===== src/rtl/intersection_scheduler_if.sv =====
// Bundles the configuration, request and light/status signals of the
// intersection scheduler. The scheduler drives the status side.
interface intersection_scheduler_if #(
  parameter int CNT_W = 11
);
  logic             cfg_load;
  logic [CNT_W-1:0] ns_g_len;
  logic [CNT_W-1:0] ns_y_len;
  logic [CNT_W-1:0] ew_g_len;
  logic [CNT_W-1:0] ew_y_len;
  logic             ns_walk_req;
  logic             ew_walk_req;
  logic             preempt_req;
  logic             preempt_dir;
  logic [1:0]       ns_light;
  logic [1:0]       ew_light;
  logic             ns_walk;
  logic             ew_walk;
  logic [CNT_W-1:0] phase_count;
  logic [2:0]       state;

  modport master (
    output cfg_load, ns_g_len, ns_y_len, ew_g_len, ew_y_len,
    output ns_walk_req, ew_walk_req, preempt_req, preempt_dir,
    input  ns_light, ew_light, ns_walk, ew_walk, phase_count, state
  );

  modport slave (
    input  cfg_load, ns_g_len, ns_y_len, ew_g_len, ew_y_len,
    input  ns_walk_req, ew_walk_req, preempt_req, preempt_dir,
    output ns_light, ew_light, ns_walk, ew_walk, phase_count, state
  );
endinterface


===== src/rtl/intersection_scheduler.sv =====
// Two-approach intersection sequencer: green/yellow/all-red phases with
// shadowed phase lengths, latched pedestrian walk requests and preemption.
module intersection_scheduler #(
  parameter int CNT_W      = 11,
  parameter int DEF_G      = 8,
  parameter int DEF_Y      = 2,
  parameter int ALLRED_LEN = 2
) (
  input  logic                    clock,
  input  logic                    reset,
  intersection_scheduler_if.slave bus
);

  typedef enum logic [2:0] {
    NS_GREEN  = 3'd0,
    NS_YELLOW = 3'd1,
    ALLRED_A  = 3'd2,
    EW_GREEN  = 3'd3,
    EW_YELLOW = 3'd4,
    ALLRED_B  = 3'd5
  } state_t;

  localparam logic [CNT_W-1:0] ALLRED_M1 = CNT_W'(ALLRED_LEN - 1);
  localparam logic [CNT_W-1:0] DEF_G_L   = CNT_W'(DEF_G);
  localparam logic [CNT_W-1:0] DEF_Y_L   = CNT_W'(DEF_Y);

  // Zero-length phases are treated as one cycle long.
  function automatic logic [CNT_W-1:0] len_m1(input logic [CNT_W-1:0] len);
    return (len == '0) ? '0 : len - CNT_W'(1);
  endfunction

  function automatic logic [1:0] ns_code(input state_t s);
    case (s)
      NS_GREEN:  return 2'd2;
      NS_YELLOW: return 2'd1;
      default:   return 2'd0;
    endcase
  endfunction

  function automatic logic [1:0] ew_code(input state_t s);
    case (s)
      EW_GREEN:  return 2'd2;
      EW_YELLOW: return 2'd1;
      default:   return 2'd0;
    endcase
  endfunction

  state_t           state_q, state_d;
  logic [CNT_W-1:0] cnt_q, cnt_d;
  logic [CNT_W-1:0] ns_g_sh_q, ns_y_sh_q, ew_g_sh_q, ew_y_sh_q;
  logic [CNT_W-1:0] ns_y_act_q, ew_g_act_q, ew_y_act_q;
  logic [1:0]       ns_light_q, ew_light_q;
  logic             ns_walk_q, ew_walk_q;
  logic             ns_pend_q, ew_pend_q;
  logic             enter_ns, enter_ew;

  // Preemption toward the own direction freezes the counter; toward the
  // opposite direction it forces the yellow regardless of the count.
  always_comb begin
    state_d = state_q;
    cnt_d   = cnt_q - CNT_W'(1);
    case (state_q)
      NS_GREEN: begin
        if (bus.preempt_req && !bus.preempt_dir) begin
          cnt_d = cnt_q;
        end else if (bus.preempt_req || cnt_q == '0) begin
          state_d = NS_YELLOW;
          cnt_d   = len_m1(ns_y_act_q);
        end
      end
      NS_YELLOW: if (cnt_q == '0) begin
        state_d = ALLRED_A;
        cnt_d   = ALLRED_M1;
      end
      ALLRED_A: if (cnt_q == '0) begin
        state_d = EW_GREEN;
        cnt_d   = len_m1(ew_g_act_q);
      end
      EW_GREEN: begin
        if (bus.preempt_req && bus.preempt_dir) begin
          cnt_d = cnt_q;
        end else if (bus.preempt_req || cnt_q == '0) begin
          state_d = EW_YELLOW;
          cnt_d   = len_m1(ew_y_act_q);
        end
      end
      EW_YELLOW: if (cnt_q == '0) begin
        state_d = ALLRED_B;
        cnt_d   = ALLRED_M1;
      end
      // The active copy is taken on this same edge, so NS green reads the shadow.
      ALLRED_B: if (cnt_q == '0) begin
        state_d = NS_GREEN;
        cnt_d   = len_m1(ns_g_sh_q);
      end
      default: begin
        state_d = ALLRED_B;
        cnt_d   = ALLRED_M1;
      end
    endcase
    enter_ns = (state_d == NS_GREEN) && (state_q != NS_GREEN);
    enter_ew = (state_d == EW_GREEN) && (state_q != EW_GREEN);
  end

  always_ff @(posedge clock or posedge reset) begin
    if (reset) begin
      state_q    <= ALLRED_B;
      cnt_q      <= ALLRED_M1;
      ns_light_q <= 2'd0;
      ew_light_q <= 2'd0;
      ns_walk_q  <= 1'b0;
      ew_walk_q  <= 1'b0;
      ns_pend_q  <= 1'b0;
      ew_pend_q  <= 1'b0;
      ns_g_sh_q  <= DEF_G_L;
      ns_y_sh_q  <= DEF_Y_L;
      ew_g_sh_q  <= DEF_G_L;
      ew_y_sh_q  <= DEF_Y_L;
      ns_y_act_q <= DEF_Y_L;
      ew_g_act_q <= DEF_G_L;
      ew_y_act_q <= DEF_Y_L;
    end else begin
      state_q    <= state_d;
      cnt_q      <= cnt_d;
      ns_light_q <= ns_code(state_d);
      ew_light_q <= ew_code(state_d);
      if (enter_ns) begin
        ns_y_act_q <= ns_y_sh_q;
        ew_g_act_q <= ew_g_sh_q;
        ew_y_act_q <= ew_y_sh_q;
      end
      if (bus.cfg_load) begin
        ns_g_sh_q <= bus.ns_g_len;
        ns_y_sh_q <= bus.ns_y_len;
        ew_g_sh_q <= bus.ew_g_len;
        ew_y_sh_q <= bus.ew_y_len;
      end
      // A request arriving on the entry edge is kept for the following green.
      ns_pend_q <= enter_ns ? bus.ns_walk_req : (ns_pend_q | bus.ns_walk_req);
      ew_pend_q <= enter_ew ? bus.ew_walk_req : (ew_pend_q | bus.ew_walk_req);
      ns_walk_q <= enter_ns ? ns_pend_q : ((state_d == NS_GREEN) && ns_walk_q);
      ew_walk_q <= enter_ew ? ew_pend_q : ((state_d == EW_GREEN) && ew_walk_q);
    end
  end

  assign bus.ns_light    = ns_light_q;
  assign bus.ew_light    = ew_light_q;
  assign bus.ns_walk     = ns_walk_q;
  assign bus.ew_walk     = ew_walk_q;
  assign bus.phase_count = cnt_q;
  assign bus.state       = state_q;

endmodule


===== src/flat_wrapper.sv =====
// flat-port wrapper written by rule: the top's interface ports become plain ports
module intersection_scheduler_flat 
#(
  parameter int CNT_W      = 11,
  parameter int DEF_G      = 8,
  parameter int DEF_Y      = 2,
  parameter int ALLRED_LEN = 2
)
  (clock, reset, bus_cfg_load, bus_ns_g_len, bus_ns_y_len, bus_ew_g_len, bus_ew_y_len, bus_ns_walk_req, bus_ew_walk_req, bus_preempt_req, bus_preempt_dir, bus_ns_light, bus_ew_light, bus_ns_walk, bus_ew_walk, bus_phase_count, bus_state);
  intersection_scheduler_if #(.CNT_W(CNT_W)) bus_i ();
  input  logic clock;
  input  logic reset;
  input wire logic [$bits(bus_i.cfg_load)-1:0] bus_cfg_load;
  input wire logic [$bits(bus_i.ns_g_len)-1:0] bus_ns_g_len;
  input wire logic [$bits(bus_i.ns_y_len)-1:0] bus_ns_y_len;
  input wire logic [$bits(bus_i.ew_g_len)-1:0] bus_ew_g_len;
  input wire logic [$bits(bus_i.ew_y_len)-1:0] bus_ew_y_len;
  input wire logic [$bits(bus_i.ns_walk_req)-1:0] bus_ns_walk_req;
  input wire logic [$bits(bus_i.ew_walk_req)-1:0] bus_ew_walk_req;
  input wire logic [$bits(bus_i.preempt_req)-1:0] bus_preempt_req;
  input wire logic [$bits(bus_i.preempt_dir)-1:0] bus_preempt_dir;
  output wire logic [$bits(bus_i.ns_light)-1:0] bus_ns_light;
  output wire logic [$bits(bus_i.ew_light)-1:0] bus_ew_light;
  output wire logic [$bits(bus_i.ns_walk)-1:0] bus_ns_walk;
  output wire logic [$bits(bus_i.ew_walk)-1:0] bus_ew_walk;
  output wire logic [$bits(bus_i.phase_count)-1:0] bus_phase_count;
  output wire logic [$bits(bus_i.state)-1:0] bus_state;
  assign bus_i.cfg_load = bus_cfg_load;
  assign bus_i.ns_g_len = bus_ns_g_len;
  assign bus_i.ns_y_len = bus_ns_y_len;
  assign bus_i.ew_g_len = bus_ew_g_len;
  assign bus_i.ew_y_len = bus_ew_y_len;
  assign bus_i.ns_walk_req = bus_ns_walk_req;
  assign bus_i.ew_walk_req = bus_ew_walk_req;
  assign bus_i.preempt_req = bus_preempt_req;
  assign bus_i.preempt_dir = bus_preempt_dir;
  assign bus_ns_light = bus_i.ns_light;
  assign bus_ew_light = bus_i.ew_light;
  assign bus_ns_walk = bus_i.ns_walk;
  assign bus_ew_walk = bus_i.ew_walk;
  assign bus_phase_count = bus_i.phase_count;
  assign bus_state = bus_i.state;
  intersection_scheduler #(.CNT_W(CNT_W), .DEF_G(DEF_G), .DEF_Y(DEF_Y), .ALLRED_LEN(ALLRED_LEN)) u_core (.clock(clock), .reset(reset), .bus(bus_i));
endmodule

===== config.mk =====
export PLATFORM = sky130hd
export DESIGN_NAME = intersection_scheduler_flat
export DESIGN_NICKNAME = d
export VERILOG_FILES = /design/src/rtl/intersection_scheduler_if.sv /design/src/rtl/intersection_scheduler.sv /design/src/flat_wrapper.sv
export SDC_FILE = /design/constraint.sdc
export NUM_CORES = 1
export LEC_CHECK = 0
export ABC_AREA = 1
export CAP_MARGIN = 20
export CORE_MARGIN = 4
export CORE_UTILIZATION = 40
export DETAILED_ROUTE_END_ITERATION = 7
export GPL_TIMING_DRIVEN = 0
export PLACE_DENSITY = 0.58
export SYNTH_ARGS = -nofsm -noshare
export SYNTH_HDL_FRONTEND = slang
export SYNTH_SLANG_ARGS = --single-unit

===== constraint.sdc =====
create_clock -name clock -period 3.63 [get_ports clock]
set_input_delay 0.726 -clock clock [delete_from_list [all_inputs] [get_ports clock]]
set_output_delay 0.726 -clock clock [all_outputs]
set_load 0.02 [all_outputs]

==> qor.txt <==
Status = finished clean
Post-synth design cell area = 5600 um2
Final hold viol count = 0
Via-to-Cell Ratio = 4.98
Multi-input logic area = 2760 um2
Post-synth cell types = 35
Die Ht = 126 um
CP Capture Point = u_core.ns_y_act_q[9]
DR WL/cell = 14.7 um
Commonest non-fill, non-tap cell in the layout = nand2_1
Prevailing post-synth register cell = dfrtp_1
Placed inst area = 6540 um2
CP max stage cell = dfstp_2
Crit-path cells = inv_1 > ha_1 > nand2_2 > nor2_4 > nand2_4 > nand2_4 > nand2_1 > nand3_1 > nor3_4 > nand3_2 > buf_2 > nand2_1 > nand2_1
Ys Warns = 0
Least-Margin Pin Slew = 0.675 ns
Worst Path Arrival = 2.97 ns
N_diodes = 0
Post-synth EDFFs = 0
Vias in the first global route = 4,787
CTS Buf Count = 9
# fillers = 1,345
Cts repair resizes = 0
Initial DRC Count = 403
Crit-path max FO = 10
Most frequent cells in the layout = 252 x nand2_1, 89 x dfrtp_1, 69 x clkdlybuf4s50_1
Hold_buf cts = 0
Req. time, crit path = 3.87 ns
Number of antenna violations at the first check in global routing = 0
P&R area growth vs syn = 21.8%
Final Cell Area = 6820 um2
Max-slew violation count = 0
Crit-path leading delay family = simple AND/OR/NAND/NOR gates
Clk_lat worst skew = 0.35 ns
Logic pwr share = 0.497
I/O Pins = 71
Cells after DPL = 970
Top cell type by total area after synthesis = dfrtp_1
Worst Path Buf+Inv = 2
Flip-flop and latch area = 2490 um2
Synth area leaders = dfrtp_1 40%, nand2_1 17%, mux2_2 6.8%
DIE AREA = 16,000 um2
GR Overflow Total = 0
Hold Path Class = reg -> reg
Final period utilization = 0.751
Synth Instances = 724
Final #Nets = 861
RSZ-0062 raised after global routing = false
Endpoints failing setup = 0
Setup CP Type = reg -> reg
VDD IR-drop max = 0.319 mV
Most used cell, CP = nand2_1
Worst path max stage delay = 0.57 ns
Critical path startpoint = u_core.bus.phase_count[0]
First drt pass iteration count = 5
CTS H-tree lvls = 3
First-pass GRT wire length = 24.3 mm
Leak = 0.00334 uW
Reg2reg setup slack = 0.90 ns
# port buffers = 69
Fin worst setup slack = 0.903 ns
Tmin final = 2.73 ns
Post-synth ARST share = 1.00
Post-synth top area share = 0.397
Share of cells above drive strength 1 = 0.105
FF+latch count, synth = 99
Starting Density = 0.416
Pwr/cell area = 780 nW/um2
Internal = 2890 uW
CTS tree = built
Net Sw Frac = 0.458
Reg-to-Reg End = u_core.ns_y_act_q[9]
Bufs on Longest Clock Path = 2
Slew headroom = 0.550
CTS clk-pin slew, worst paths = 0.07 ns
Pin count of the biggest net entering global routing = 68
Crit path depth = 13
CP Launch Type = flip-flop
Post-DP HPWL = 11.3 mm
Layout Cells excl Fill = 986
Register area share after synthesis = 0.444
Setup TNS Final = 0 ns
Sequential share of power = 0.332
# Post-CTS Setup Buffers = 0
Worst Skew = 0.00521 ns
Final ANT Viol Nets = 0
Clock power frac = 0.171
Vias = 4,914
DIE WIDTH = 126 um
Synthesized area per cell = 7.74 um2
Fmax = 0.367 GHz
Num rows = 42
DRC viols = 0
Psw = 2440 uW
Pre-CTS setup slack = 0.635 ns
R2R Path Start = u_core.bus.phase_count[0]
Root Buffer = clkbuf_16
Total GRT Usage = 0.188
CTS Sinks = 99
Core Region = 13,500 um2
Critical path endpoint category = flip-flop
Placer Congestion = 0.906
Final wirelength = 14.5 mm
Max Cap Viol = 0
Syn_nets = 780
Reg2reg path depth = 13
[power groups by stage]
stage | registers [uW] | logic [uW] | clock network, uW
6_report | 1770 | 2640 | 910
2_1_floorplan | 1780 | 1800 | 0
4_1_cts | 1770 | 2660 | 947
3_5_place_dp | 1790 | 2640 | 0
5_1_grt | 1820 | 3000 | 990
3_3_place_gp | 1780 | 2600 | 0
[per-layer routing]
metal | vias to the layer above | GRT usage | wire, um
met4 | 0 | 0.0612 | 237
met2 | 101 | 0.299 | 6690
li1 | 2505 | - | -
met5 | - | 0 | 0
met3 | 16 | 0.0286 | 459
met1 | 2292 | 0.266 | 7070
[cell families (layout without fill, tap and decap cells)]
family,count (synthesis),after routing,share of synthesized area
DFF,99,99,0.444
buffers and inverters,91,177,0.0625
AOI/OAI and AO/OA,64,64,0.0639
and+or+nand+nor,404,404,0.308
muxes,34,34,0.0683
adders and majority gates,5,5,0.0112
xor gates and xnor gates,27,27,0.0422
[worst register-to-register path: stages (launching register included)]
cell	delay (ns)
dfstp_2	0.57
inv_1	0.10
ha_1	0.24
nand2_2	0.14
nor2_4	0.07
nand2_4	0.14
nand2_4	0.12
nand2_1	0.12
nand3_1	0.14
nor3_4	0.37
nand3_2	0.23
buf_2	0.26
nand2_1	0.08
nand2_1	0.05
[synth_stat cells (2+ instances only)]
cell / instances
nand3_1: 37
xnor2_1: 7
nand2_4: 2
xor2_1: 20
dfstp_2: 10
inv_2: 3
nand4_1: 39
or2_2: 4
o21ai_1: 6
o31ai_1: 2
o21ai_0: 30
ha_1: 5
mux2_2: 34
nand2_1: 252
nor3_1: 3
nor2_1: 61
a21oi_1: 15
inv_1: 63
clkbuf_1: 16
dfrtp_1: 89
a21o_1: 4
buf_1: 2
buf_2: 7
o21bai_1: 2
[per-stage QoR]
step / total power [uW] / hold slack (ns) / utilization
after floorplan: 3580 / 0.442 / -
after global placement: 4380 / 0.462 / 0.484
after detailed placement: 4430 / 0.471 / 0.486
after CTS: 5370 / 0.485 / 0.507
after global routing: 5810 / 0.507 / 0.507
final: 5320 / 0.481 / 0.507
[area by class of cell]
| type | count | share of cell area |
|---|---|---|
| inverters | 66 | 0.0367 |
| clock buffers | 9 | 0.0330 |
| flip-flops and latches | 99 | 0.365 |
| clock inverters | 7 | 0.00770 |
| plain buffers | 25 | 0.0150 |
| repair buffers | 70 | 0.105 |
| multi-input cells | 534 | 0.405 |
| well taps | 176 | 0.0323 |
[worst min path at each step]
stage,slack (ns),cells after the start,end,from
floorplan,0.44,2,u_core.ew_g_act_q[10],u_core.ew_g_act_q[10]
global placement,0.46,2,u_core.ns_y_act_q[10],u_core.ns_y_act_q[10]
detailed placement,0.47,2,u_core.ew_g_act_q[10],u_core.ew_g_act_q[10]
CTS,0.48,2,u_core.ew_y_act_q[1],u_core.ew_y_act_q[1]
global route,0.51,2,u_core.ns_y_act_q[1],u_core.ns_y_act_q[1]
finish,0.48,2,u_core.ns_y_act_q[10],u_core.ns_y_act_q[10]
[state kept, by name, summed over array words and instances (netlist names)]
| signal | flops |
|---|---|
| u_core.ew_g_act_q | 11 |
| u_core.ew_g_sh_q | 11 |
| u_core.ns_y_sh_q | 11 |
| u_core.bus.ns_walk | 1 |
| u_core.ew_y_sh_q | 11 |
| u_core.bus.ew_walk | 1 |
| u_core.bus.ew_light | 2 |
| u_core.bus.ns_light | 2 |
| u_core.ns_y_act_q | 11 |
| u_core.ns_g_sh_q | 11 |
| u_core.bus.phase_count | 11 |
| u_core.bus.state | 3 |
| u_core.ew_y_act_q | 11 |
| u_core.ns_pend_q | 1 |
| u_core.ew_pend_q | 1 |
Note: power is estimated with default switching activity, not from simulation.
